`src/rtl/pipe_cla_addsub.sv`:
```
// Pipelined carry-lookahead add/sub: STAGES cycles of latency, one beat per cycle, and the whole pipe stalls when the output is held.
// Define PIPE_CLA_SAT_EN to saturate the result on signed overflow. Without it the result wraps modulo 2^WIDTH.
module pipe_cla_addsub #(
  parameter int WIDTH  = 32,
  parameter int STAGES = 2
) (
  input  logic             clk,
  input  logic             rst_n,
  input  logic             in_valid,
  output logic             in_ready,
  input  logic [WIDTH-1:0] a,
  input  logic [WIDTH-1:0] b,
  input  logic             sub,
  input  logic             cin,
  output logic             out_valid,
  input  logic             out_ready,
  output logic [WIDTH-1:0] result,
  output logic             cout,
  output logic             ovf,
  output logic             zero
);

  localparam int SW = WIDTH / STAGES;
  localparam int NG = SW / 4;

  logic adv;

  assign in_ready = ~out_valid | out_ready;
  assign adv      = in_ready;

  // Two-level lookahead: the carry into each 4-bit group is a flat sum of products.
  function automatic logic [SW:0] slice_add(input logic [SW-1:0] x, input logic [SW-1:0] y,
                                            input logic c0);
    logic [SW-1:0] g, p, c;
    logic [NG-1:0] gg, gp;
    logic [NG:0]   gc;
    logic          t;
    g  = x & y;
    p  = x ^ y;
    c  = '0;
    gc = '0;
    gg = '0;
    gp = '0;
    for (int j = 0; j < NG; j++) begin
      gp[j] = &p[4*j +: 4];
      for (int i = 0; i < 4; i++) begin
        t = g[4*j+i];
        for (int m = i + 1; m < 4; m++) t = t & p[4*j+m];
        gg[j] = gg[j] | t;
      end
    end
    for (int j = 0; j <= NG; j++) begin
      t = c0;
      for (int m = 0; m < j; m++) t = t & gp[m];
      gc[j] = t;
      for (int i = 0; i < j; i++) begin
        t = gg[i];
        for (int m = i + 1; m < j; m++) t = t & gp[m];
        gc[j] = gc[j] | t;
      end
    end
    for (int j = 0; j < NG; j++) begin
      for (int bb = 0; bb < 4; bb++) begin
        t = gc[j];
        for (int m = 0; m < bb; m++) t = t & p[4*j+m];
        c[4*j+bb] = t;
        for (int i = 0; i < bb; i++) begin
          t = g[4*j+i];
          for (int m = i + 1; m < bb; m++) t = t & p[4*j+m];
          c[4*j+bb] = c[4*j+bb] | t;
        end
      end
    end
    return {gc[NG], p ^ c};
  endfunction

  for (genvar k = 0; k < STAGES; k++) begin : stg
    localparam int LO = k * SW;
    localparam int HI = WIDTH - LO;

    logic [HI-1:0]    xa, xb;
    logic             xc, xv;
    logic [SW-1:0]    sl;
    logic             co;
    logic [LO+SW-1:0] done;

    if (k == 0) begin : src
      assign xa   = a;
      assign xb   = sub ? ~b : b;
      assign xc   = sub | cin;
      assign xv   = in_valid;
      assign done = sl;
    end else begin : src
      assign xa   = stg[k-1].rg.ra;
      assign xb   = stg[k-1].rg.rb;
      assign xc   = stg[k-1].rg.rc;
      assign xv   = stg[k-1].rg.rv;
      assign done = {sl, stg[k-1].rg.rs};
    end

    assign {co, sl} = slice_add(xa[SW-1:0], xb[SW-1:0], xc);

    if (k < STAGES - 1) begin : rg
      // Unprocessed upper operand bits travel forward with the finished low result bits.
      logic [HI-SW-1:0] ra, rb;
      logic [LO+SW-1:0] rs;
      logic             rc, rv;

      always_ff @(posedge clk or negedge rst_n) begin
        if (!rst_n) rv <= 1'b0;
        else if (adv) rv <= xv;
      end

      always_ff @(posedge clk) begin
        if (adv) begin
          ra <= xa[HI-1:SW];
          rb <= xb[HI-1:SW];
          rs <= done;
          rc <= co;
        end
      end
    end else begin : fin
      logic [WIDTH-1:0] res;
      logic             sv;

      always_comb begin
        sv  = (xa[HI-1] == xb[HI-1]) && (done[WIDTH-1] != xa[HI-1]);
        res = done;
`ifdef PIPE_CLA_SAT_EN
        if (sv) res = xa[HI-1] ? {1'b1, {(WIDTH-1){1'b0}}} : {1'b0, {(WIDTH-1){1'b1}}};
`endif
      end

      always_ff @(posedge clk or negedge rst_n) begin
        if (!rst_n) begin
          out_valid <= 1'b0;
          result    <= '0;
          cout      <= 1'b0;
          ovf       <= 1'b0;
          zero      <= 1'b0;
        end else if (adv) begin
          out_valid <= xv;
          result    <= res;
          cout      <= co;
          ovf       <= sv;
          zero      <= (res == '0);
        end
      end
    end
  end

endmodule

```
`config.mk`:
```
export PLATFORM = sky130hd
export DESIGN_NAME = pipe_cla_addsub
export DESIGN_NICKNAME = d
export VERILOG_FILES = /design/src/rtl/pipe_cla_addsub.sv
export SDC_FILE = /design/constraint.sdc
export NUM_CORES = 1
export LEC_CHECK = 0
export ABC_AREA = 1
export CAP_MARGIN = 30
export CORE_MARGIN = 2
export CORE_UTILIZATION = 50
export DETAILED_ROUTE_END_ITERATION = 10
export PLACE_DENSITY = 0.8
export SETUP_SLACK_MARGIN = 0.15
export SLEW_MARGIN = 20
export SYNTH_ARGS = -nofsm -noshare
export SYNTH_HDL_FRONTEND = slang
export SYNTH_SLANG_ARGS = --single-unit
```
`constraint.sdc`:
```
create_clock -name clk -period 13.5 [get_ports clk]
set_input_delay 4.05 -clock clk [delete_from_list [all_inputs] [get_ports clk]]
set_output_delay 4.05 -clock clk [all_outputs]
set_load 0.01 [all_outputs]
```
==> results.md <==
Logic synthesis:
- Synthesis produced slightly above 500 cells.
- The flop and latch count out of synthesis is 86.
- The share of the yosys chip area belonging to registers is about 49%.
- The number of distinct library cells after synthesis is 29.
- Yosys attributes the largest share of cell area to sky130_fd_sc_hd__edfxtp_1 30%, sky130_fd_sc_hd__dfrtp_1 19%, sky130_fd_sc_hd__nand2_1 11%, sky130_fd_sc_hd__ha_1 10%, sky130_fd_sc_hd__xor2_1 6.0%.
- sky130_fd_sc_hd__edfxtp_1 takes more of the synthesized area than any other cell.
- The post-synth net total is 621.
- The total of warnings raised by yosys is 0.
- The average cell area after synthesis is between 9 and 10 µm².
- The share of the synthesized area in the top cell type is a little under a third.
- The cell area that synthesis handed to floorplanning was ~4900 µm².

Critical path:
- At the worst endpoint, the arrival time is between 5 and 6 ns.
- The classification of the worst setup path is input pin to output pin.
- The largest fanout of any net on the critical path is 48.
- The worst register-to-register path has a depth of 15.
- STA classifies the critical path startpoint as an input pin.
- STA classifies the critical path endpoint as an output pin.
- The data required time at the worst endpoint is 9.45 ns.

Power and ir drop:
- The part of the total power dissipated in the clock network is a little over a fifth.
- In this run, the combinational gates consume between 30% and 40% of the power.
- For this design the static power due to leakage is between 2 and 3 nW.
- For this design the ratio of total power to cell area is 139 nW/µm².
- The internal cell power is 0.587 mW.
- The switching power summed over all nets is ~0.28 mW.
- The share of total power dissipated in sequential elements is 43.8%.
- The largest vdd supply drop is 0.0570 mV.
- In this run switching power makes up between 30% and 40% of total power.

STA:
- For the final database, setup skew stands at 0.00844 ns.
- Setup violations remaining at the end of the flow were counted as 0.
- The final count of pins violating max slew is 0.
- The final number of hold-violating endpoints is 0.
- The worst relative slew slack is roughly 43%.
- Setup repair after global routing left no endpoint under its margin.
- The smallest clock period supported by the final layout is computed as just under 10 ns.
- At the pin with the least slew margin, the transition time is around 0.85 ns.
- In the finished design, the share of the clock period the worst path needs comes to a little under three quarters.
- Once routing completed, OpenROAD measured the worst setup slack at between 3 and 4 ns.
- For this run, the top clock speed supported by timing is slightly above 0.1 GHz.
- The total negative slack for setup checks is 0 ns.
- The final hold slack is 0.481 ns.

Die:
- The count of standard-cell rows is 35.
- The number of top-level pins is between 100 and 150.
- In this run the horizontal extent of the chip is approximately 100 µm.
- The standard cell core area is approximately 9300 µm².
- The starting density of the core is 52.0%.
- The die covers roughly 11,000 µm².
- The floorplan die height is a little over 100 µm.

Routing:
- The routed wire length per instance is roughly 14 µm.
- The number of nets with antenna violations after routing is 0.
- The number of DRC violations after detailed routing is 0.
- After detailed routing, the number of vias per cell comes to 4.95.
- The number of violations reported at the end of detailed-routing iteration 0 is between 90 and 100.
- The final wirelength is ~10 mm.
- Across all layers, the routed design uses roughly 3,700 vias.
- Before antenna repair, the detailed router went through 4 iterations.

Layout:
- At the end of the flow, the number of nets in the layout was 730.
- The most common cell after layout, fill and taps aside is sky130_fd_sc_hd__nand2_1.
- The number of antenna diodes in the final layout is 0.
- The post-route netlist has under 10% of its cells at a drive strength greater than 1.
- Measured on the finished design, the core utilization comes to between 60% and 70%.
- The area growth from synthesis to layout is 28.9%.
- In the layout the commonest cells are 136 x sky130_fd_sc_hd__nand2_1, 104 x sky130_fd_sc_hd__clkdlybuf4s50_1, 53 x sky130_fd_sc_hd__inv_1, 49 x sky130_fd_sc_hd__edfxtp_1, 40 x sky130_fd_sc_hd__ha_1.

Clocking:
- The H-tree was split into 3 levels.
- The clock-pin slew on the worst setup and hold paths is 0.08 ns.
- The number of clock buffers inserted by TritonCTS is 9.
- The cell chosen for the clock root is sky130_fd_sc_hd__clkbuf_8.
- TritonCTS built the clock tree.
- The number of hold buffers added after CTS was 0.
- The clock insertion delay at the later pin of the skew report is 0.35 ns.
- The number of buffers inserted by post-CTS setup repair is 0.
- The buffer levels on the longest clock path is 2.
- Clock tree synthesis found a total of 86 sinks.
- Gates resized during post-CTS repair numbered 0.

GRT:
- Global routing consumed, over all layers together, 20.1% of the routing resources.
- Summed over all layers, the global routing overflow is 0.
- The initial antenna violation count is 0.
- The maximum number of pins on one net before global-route repair is 75.
- The number of global-route vias before repair is ~3,700.
- The first global-routing pass estimated 16.4 mm of wire.

Place:
- The pre-CTS worst setup slack is between 3 and 4 ns.
- Once detailed placement completed, the half-perimeter wirelength came to 7.71 mm.
- The count of buffers inserted at the top-level ports is around 110.
- Routability-driven placement finished with a final weighted congestion of about 0.8.

Min path:
- The path class of the tightest hold or removal check is flop to flop.
- The number of instances on the worst hold path is 2.

Run status:
- The run finished with clean final reports.

Job:
- The number of violations of the max-capacitance limit is 0.
-- synthesized netlist by cell type --
master	n
sky130_fd_sc_hd__nor2_1	31
sky130_fd_sc_hd__ha_1	40
sky130_fd_sc_hd__a31oi_1	4
sky130_fd_sc_hd__nor4_1	1
sky130_fd_sc_hd__a21boi_1	1
sky130_fd_sc_hd__nand2_2	3
sky130_fd_sc_hd__nor2_4	1
sky130_fd_sc_hd__nand4_1	12
sky130_fd_sc_hd__inv_2	3
sky130_fd_sc_hd__o21ai_0	16
sky130_fd_sc_hd__nor2_2	1
sky130_fd_sc_hd__nand3_2	1
sky130_fd_sc_hd__nand3_1	26
sky130_fd_sc_hd__edfxtp_1	49
sky130_fd_sc_hd__o21ai_1	2
sky130_fd_sc_hd__buf_4	2
sky130_fd_sc_hd__buf_2	7
sky130_fd_sc_hd__nor3_1	3
sky130_fd_sc_hd__fa_1	8
sky130_fd_sc_hd__nand2_1	136
sky130_fd_sc_hd__clkbuf_1	2
sky130_fd_sc_hd__a211oi_1	1
sky130_fd_sc_hd__xnor2_1	15
sky130_fd_sc_hd__dfrtp_1	37
sky130_fd_sc_hd__a21oi_1	12
sky130_fd_sc_hd__xor2_1	33
sky130_fd_sc_hd__nand3b_1	2
sky130_fd_sc_hd__inv_1	53
sky130_fd_sc_hd__clkinv_1	1
-- layout make-up --
class                   count  area [µm²]
repair buffers            109        1090
clock buffers              13         181
fillers                   753        3070
flip-flops and latches     86        2400
inverters                  57         214
multi-input cells         349        2190
clock inverters             3        22.5
well taps                 129         161
-- flip-flops by register name (all words and copies together), names as in the netlist --
| register | flops |
|---|---|
| result | 32 |
| stg.rg.ra | 16 |
| stg.rg.rb | 16 |
| stg.rg.rs | 16 |
| cout | 1 |
| out_valid | 1 |
| ovf | 1 |
| stg.rg.rc | 1 |
| stg.rg.rv | 1 |
| zero | 1 |
-- metrics by stage --
step                instances  cell area [µm²]  power [mW]
floorplan                 503             4850       0.549
detailed placement        729             6030       0.695
global placement          729             6030       0.681
global route              746             6260       0.924
finish                    746             6260       0.869
CTS                       745             6240       0.876
-- power by group through the flow --
stage / Sequential, mW / Combinational (mW) / Clock (mW)
finish: 0.380 / 0.308 / 0.181
global route: 0.388 / 0.342 / 0.193
CTS: 0.381 / 0.310 / 0.185
detailed placement: 0.386 / 0.308 / 0
global placement: 0.384 / 0.297 / 0
floorplan: 0.396 / 0.153 / 0
-- cell families after synthesis --
logic type	after synthesis	synth area share [%]
AO/OA/AOI/OAI	36	3.92
XOR/XNOR	48	8.66
adder cells (fa/ha/maj)	48	13.6
buffers and inverters	68	5.59
flip-flops	86	49.4
AND/OR/NAND/NOR	217	18.8
-- per-layer routing --
| metal | vias up | routed length, µm | GRT usage [%] |
|---|---|---|---|
| li1 | 1857 | - | - |
| met1 | 1730 | 4350 | 24.8 |
| met2 | 87 | 5180 | 35.3 |
| met3 | 16 | 371 | 3.05 |
| met4 | 0 | 204 | 8.41 |
| met5 | - | 0 | 0 |
-- path summary, 6_finish.rpt --
| check | to | slack [ns] | from |
|---|---|---|---|
| max | in_ready | 3.88 | out_ready |
| min | result[13]$_DFFE_PN0P_ | 0.48 | stg[0].rg.rs[13]$_DFFE_PP_ |
| max reg2reg | zero$_DFFE_PN0P_ | 10.78 | stg[0].rg.rb[1]$_DFFE_PP_ |
| min reg2reg | result[13]$_DFFE_PN0P_ | 0.48 | stg[0].rg.rs[13]$_DFFE_PP_ |
| max in group asynchronous | result[23]$_DFFE_PN0P_ | 9.16 | rst_n |
| min in group asynchronous | result[7]$_DFFE_PN0P_ | 3.81 | rst_n |
-- worst max-delay path, cell delays in order --
cell and delay (ns):
sky130_fd_sc_hd__clkdlybuf4s50_1 0.45, sky130_fd_sc_hd__nor2_4 0.11, sky130_fd_sc_hd__buf_4 0.40, sky130_fd_sc_hd__inv_2 0.06
sky130_fd_sc_hd__clkdlybuf4s50_1 0.49
No activity file was read; power rests on OpenSTA's default activity.
